[src/rtl/mux_round_robin_arb.sv]
// Round-robin arbiter for one shared line: 16 requesters, one grant at a time, and f = w[s] through a tree of 4:1 muxes.
// Define MUXARB_TIMEOUT_EN to add the HOLD-cycle grant limit. With the macro undefined, timeout stays 0.
module mux_round_robin_arb #(
  parameter int HOLD = 4
) (
  input  logic        Clock,
  input  logic        Resetn,
  input  logic [15:0] req,
  input  logic        done,
  input  logic [15:0] w,
  output logic [3:0]  s,
  output logic [15:0] gnt,
  output logic        valid,
  output logic        f,
  output logic        timeout
);

  typedef enum logic {IDLE, GRANT} state_t;

`ifdef MUXARB_TIMEOUT_EN
  localparam bit TIMEOUT_EN = 1'b1;
`else
  localparam bit TIMEOUT_EN = 1'b0;
`endif
  localparam logic [3:0] HOLD_LAST = 4'(HOLD - 1);

  state_t      state, next_state;
  logic [3:0]  ptr;
  logic [3:0]  cnt;
  logic [3:0]  pick;
  logic [3:0]  idx;
  logic        any_req;
  logic        hold_hit;
  logic        release_now;
  logic [3:0]  stage1;
  logic        mux_out;

  // Scan upward from ptr, wrapping from 15 to 0. The first request found wins.
  always_comb begin
    pick    = '0;
    idx     = '0;
    any_req = 1'b0;
    for (int k = 0; k < 16; k++) begin
      idx = ptr + 4'(k);
      if (!any_req && req[idx]) begin
        pick    = idx;
        any_req = 1'b1;
      end
    end
  end

  assign hold_hit    = TIMEOUT_EN && (cnt == HOLD_LAST);
  assign release_now = done || !req[s] || hold_hit;

  always_ff @(posedge Clock or negedge Resetn) begin
    if (!Resetn) state <= IDLE;
    else         state <= next_state;
  end

  always_comb begin
    next_state = state;
    case (state)
      IDLE:    if (any_req)     next_state = GRANT;
      GRANT:   if (release_now) next_state = IDLE;
      default: next_state = IDLE;
    endcase
  end

  // s is registered and keeps its value after release. ptr moves past the holder that just released.
  always_ff @(posedge Clock or negedge Resetn) begin
    if (!Resetn) begin
      s   <= '0;
      gnt <= '0;
      ptr <= '0;
      cnt <= '0;
    end else begin
      case (state)
        IDLE: begin
          if (any_req) begin
            s   <= pick;
            gnt <= 16'd1 << pick;
            cnt <= '0;
          end
        end
        GRANT: begin
          if (cnt != 4'hF) cnt <= cnt + 4'd1;
          if (release_now) begin
            gnt <= '0;
            ptr <= s + 4'd1;
          end
        end
        default: gnt <= '0;
      endcase
    end
  end

  always_comb begin
    for (int g = 0; g < 4; g++) stage1[g] = w[4*g + int'(s[1:0])];
    mux_out = stage1[s[3:2]];
  end

  always_comb begin
    valid   = (state == GRANT);
    timeout = valid && hold_hit;
    f       = valid && mux_out;
  end

endmodule

[config.mk]
export PLATFORM = sky130hd
export DESIGN_NAME = mux_round_robin_arb
export DESIGN_NICKNAME = d
export VERILOG_FILES = /design/src/rtl/mux_round_robin_arb.sv
export SDC_FILE = /design/constraint.sdc
export NUM_CORES = 1
export LEC_CHECK = 0
export ABC_CLOCK_PERIOD_IN_PS = 9900
export BUFFER_PORTS_ARGS = -buffer_cell sky130_fd_sc_hd__buf_2
export CAP_MARGIN = 25
export CORE_MARGIN = 5
export CORE_UTILIZATION = 53
export CTS_CLUSTER_DIAMETER = 50
export DETAILED_ROUTE_END_ITERATION = 10
export PLACE_DENSITY_LB_ADDON = 0.12
export RECOVER_POWER = 50
export SLEW_MARGIN = 10
export SYNTH_ARGS = -nofsm -noshare
export SYNTH_HDL_FRONTEND = slang
export SYNTH_SLANG_ARGS = --single-unit
[constraint.sdc]
create_clock -name Clock -period 9.9 [get_ports Clock]
set_input_delay 0.495 -clock Clock [delete_from_list [all_inputs] [get_ports Clock]]
set_output_delay 0.495 -clock Clock [all_outputs]
set_load 0.02 [all_outputs]
# [Yosys cells after proc, flatten, opt, wreduce, memory -nomap -nowiden]
# Index checks and enable logic that the tools add are counted.
[totals] regBits=25 out_inout_bits=23
[op_classes] addsub=19 order_cmp=22 n_eq_ne=2 shifts=1 mux=85 bitwise=1 n_reduce_logical=36
[op_table] cell="4-bit by 5-bit < comparator with 1-bit output, second input constant" n=18
[op_table] cell="1-bit binary-select mux with 4-bit select" n=20
[op_table] cell="4-bit 2-to-1 mux" n=16
[op_table] cell="1-bit 2-to-1 mux" n=43
[op_table] cell="4-bit adder, second input constant" n=8
[op_table] cell="16-bit 2-to-1 mux" n=2
[op_table] cell="16-bit one-hot mux with 2 select lines" n=1
[op_table] cell="4-bit by 3-bit adder with 4-bit output, second input constant" n=4
[op_table] cell="1-bit logical AND" n=16
[op_table] cell="1-bit zero test" n=16
[op_table] cell="1-bit by 4-bit << shifter with 16-bit output, first input constant" n=1
[op_table] cell="4-bit by 2-bit adder with 5-bit output, first input constant" n=2
[op_table] cell="5-bit < comparator, second input constant" n=2
[op_table] cell="4-bit by 1-bit adder with 4-bit output, second input constant" n=2
[op_table] cell="4-bit by 2-bit adder with 4-bit output, second input constant" n=2
[op_table] cell="2-bit AND reduction" n=3
[op_table] cell="2-bit by 5-bit < comparator with 1-bit output, second input constant" n=1
[op_table] cell="3-bit by 2-bit adder with 4-bit output, first input constant" n=1
[op_table] cell="1-bit binary-select mux with 2-bit select" n=2
[op_table] cell="2-bit by 3-bit < comparator with 1-bit output, second input constant" n=1
[op_table] cell="2-bit by 1-bit inequality test with 1-bit output, second input constant" n=1
[op_table] cell="2-bit inequality test, second input constant" n=1
[op_table] cell="1-bit one-hot mux with 2 select lines" n=1
[op_table] cell="1-bit logical OR" n=1
[op_table] cell="1-bit NOT" n=1

# [Logic depth before layout (Yosys ltp)]
[logic_depth] word_depth=51 depth_mapped=19 mapped_depth_nobuf=12

# [Least setup slack after synthesis]
# Ideal clock, no wire load.
[synth_timing] path_type="reg2reg" start="register ptr[1]" end="register gnt[10]" setup_time_ps=122 arrival_time_ps=4893 required_time_ps=9778 path_slack_ps=4886 path_stages_with_launch=16 path_buffers=4 synth_period_minus_slack_ps=5014 path_cell_list="dfrtp_1 buf_2 buf_2 clkbuf_1 inv_1 ha_1 buf_6 mux2_2 mux4_2 mux2_4 or4b_1 or4_4 o32a_1 o31ai_4 o41ai_4 a32o_1"
[synth_between] elab_chain_len=51
[synth_rtl] element="start: declaration" line_no="28" source="logic [3:0] ptr;"
[synth_rtl] element="start signal: assignment" line_no="89" source="ptr <= s + 4'd1;"
[synth_rtl] element="parallel branches: the longest is 51 deep, another holds 4-bit by 1-bit adder with 4-bit output"
[synth_rtl] element="end signal: assignment" line_no="81" source="gnt <= 16'd1 << pick;"
[synth_rtl] element="end: declaration" line_no="12" source="output logic [15:0] gnt,"
# Parallel ways; which one is timed is not known. The select of a mux whose other input is x is not followed.
# A chain may end at the register's enable or synchronous reset.

# [Worst setup path after layout]
[layout_timing] start="register ptr[1]" end="register gnt[3]"
# The elaborated chain is that of the path after synthesis.

==> results by group <==
Routing
  – DRC viols: 0
  – Via count: around 3800
  – Wire per inst: 21.7 um
  – Vias per inst: ~7
  – Antenna Nets Post-Route: 0
  – Initial DRC Count: about 440
  – DR pass1 iterations: 5
  – Final WL: between 10000 and 15000 um

Clock network
  – CTS tree: yes
  – Post_cts resized: 0
  – Worst-case clock buffer depth: 2
  – CTS Sinks: 25
  – Clock root cell: clkbuf_8
  – Postcts setup bufs: 0
  – Reg clk slew, reported paths: 0.09 ns
  – Cts hold-fix bufs: 0
  – H-Tree Level Count: 1
  – Worst skew pair latency: 0.27 ns
  – CTS Buf Count: 3

Timing
  – Final hold viol count: 0
  – Tcrit/Tclk final: around 58%
  – Slew HR: between 8 and 9%
  – # setup viols final: 0
  – Fin crit period: ~5.7 ns
  – TNS Setup: 0 ns
  – Final Max Slew Viols: 0
  – F_max: roughly 170 MHz
  – Worst slew pin tran: approximately 1.4 ns
  – Skew final: around 0.0055 ns
  – RSZ-0062 raised after global routing: no

Synthesis
  – Syn avg cell area: ~9.3 sq um
  – Largest family of logic cells by synthesized area: multiplexers
  – Post-synth EDFFs: 0
  – Synth Register Bits: 25
  – Adder-cell area share of the yosys netlist: between 2 and 3%
  – Mapped Cells: between 400 and 500
  – Asr flop ratio synth: 100%
  – Main area contributors after synthesis: mux4_2 17%, dfrtp_1 17%, mux2i_1 10%
  – Sequential share of the synthesized area: between 15 and 20%
  – Most instantiated cells after synthesis: 38 x mux2i_1, 37 x nand2_1, 29 x mux4_2, 29 x nor2_1, 26 x a21oi_1
  – Compound-gate portion of the synthesized area: between 20% and 30%
  – Net Count, Synth: between 400 and 500
  – Yosys top cell area share: 17.3%
  – Most frequent cell after synthesis: mux2i_1
  – Synth area leader: mux4_2
  – Synth Area in XOR/XNOR: under 10%
  – Mux contribution to synthesized area: about a third
  – Post-Synth Simple-Gate Area: between 10% and 20%
  – Post-Syn Area: between 3000 and 4000 sq um
  – Most used DFF post-synth: dfrtp_1
  – Synth warnings: 0
  – Yosys cell types: a little under 80

Finish
  – Storage element area: 626 sq um
  – N_diodes: 0
  – Share of cells above drive strength 1: approximately a quarter
  – Final layout net count: roughly 490
  – Final Util: between 60% and 70%
  – Footprint of the multi-input gates: approximately 3000 sq um
  – Fill count: 644
  – Layout area overhead: 9.00%

Critical path
  – CP max FO: 28
  – Crit path arrival time: 5.89 ns
  – Setup CP Type: flop to flop
  – Critical path required time: roughly 10 ns
  – CP Launch Type: flop
  – Setup crit end kind: flop

Floorplanning
  – IO Pins: slightly below 60
  – Core ar.: about 7000 sq um
  – Initial core utilization: a little under three fifths
  – Die area: approximately 8900 sq um
  – Num rows: 30
  – Die Height: roughly 94 um
  – Die width: 94.5 um

GRT
  – Pin count of the biggest net entering global routing: 29
  – First-pass GRT wire length: between 15000 and 20000 um
  – Vias in the first global route: 3664
  – GRT Util Overall: between 20% and 30%
  – Total grt overflow: 0
  – Initial antenna violation count: 0

Placement
  – IO Port Bufs: 56
  – DP HPWL: about 8800 um
  – Routability cong.: about 1

Flow run
  – MaxCap Viol Count: 0

Outcome
  – Status: complete, no violations

Hold path
  – Hold WC Path Type: flop to flop
==> kinds of logic (layout without fill, tap and decap cells) <==
kind of cell,Yosys count,after routing
adder cells (fa/ha/maj),9,9
XOR/XNOR,14,14
multiplexers,87,87
AND/OR/NAND/NOR,131,131
flip-flops,25,25
AO/OA/AOI/OAI,107,107
buffers and inverters,33,74
other,1,1
==> worst max-delay path, cell delays in order (launching register included) <==
cell	delay, ns
dfrtp_1	0.33
buf_4	0.37
inv_1	0.34
ha_1	0.71
buf_4	0.40
mux2_2	0.37
mux4_2	0.53
mux2_4	0.35
or4b_1	0.53
or2_1	0.35
nor3_2	0.30
o211ai_1	0.31
a21boi_0	0.25
and2_1	0.21
a32o_1	0.26
==> metrics by stage <==
step           hold slack [ns]  setup WS [ns]  cells  cell area [sq um]
6_report                 0.487           4.17    544               4120
5_1_grt                  0.522           3.97    544               4120
4_1_cts                  0.231           4.27    544               4140
3_5_place_dp             0.471           4.32    540               4090
3_3_place_gp             0.460           4.35    540               4090
2_1_floorplan            0.199           4.89    407               3780
==> layout make-up <==
type,count,share of cell area [%]
Multi-Input combinational cell,349,72.8
Tap cell,96,2.91
Sequential cell,25,15.2
Timing Repair Buffer,59,6.98
Clock buffer,4,1.09
Inverter,11,1.00
==> flip-flops by register name (all words and copies together), names as in the netlist <==
signal  flops
ptr         4
gnt        16
valid       1
s           4
==> metal layers <==
layer / share of wire [%] / GRT usage (%) / vias to the layer above
li1: - / - / 1706
met1: 44 / 38.9 / 1848
met2: 46 / 42.6 / 206
met3: 7.4 / 4.06 / 36
met4: 2.5 / 7.57 / 0
met5: 0 / 0 / -
==> path summary, 6_finish.rpt <==
check / from / to / slack [ns] / depth (start not counted)
min: gnt[8]$_DFFE_PN0P_ / gnt[8]$_DFFE_PN0P_ / 0.49 / 2
max in group asynchronous: Resetn / gnt[15]$_DFFE_PN0P_ / 8.57 / 1
min in group asynchronous: Resetn / gnt[12]$_DFFE_PN0P_ / 0.52 / 1
min reg2reg: gnt[8]$_DFFE_PN0P_ / gnt[8]$_DFFE_PN0P_ / 0.49 / 2
max reg2reg: ptr[1]$_DFFE_PN0P_ / gnt[3]$_DFFE_PN0P_ / 4.17 / 14
max: ptr[1]$_DFFE_PN0P_ / gnt[3]$_DFFE_PN0P_ / 4.17 / 14
==> placed cells by master (no fill, tap or decap), types with 9 or more instances in the layout <==
cell type	Yosys	final
dfrtp_1	25	25
and3_1	11	11
inv_1	11	11
mux2i_1	38	38
xnor2_1	10	10
a21oi_1	26	26
clkbuf_1	7	13
nor2_1	29	29
ha_1	9	9
nand2_1	37	37
buf_2	6	44
mux4_2	29	29
mux2_2	13	13
Power is left out: the tool's default activity adds up to more than one toggle a clock period on the data nets, which glitch-free logic cannot reach.
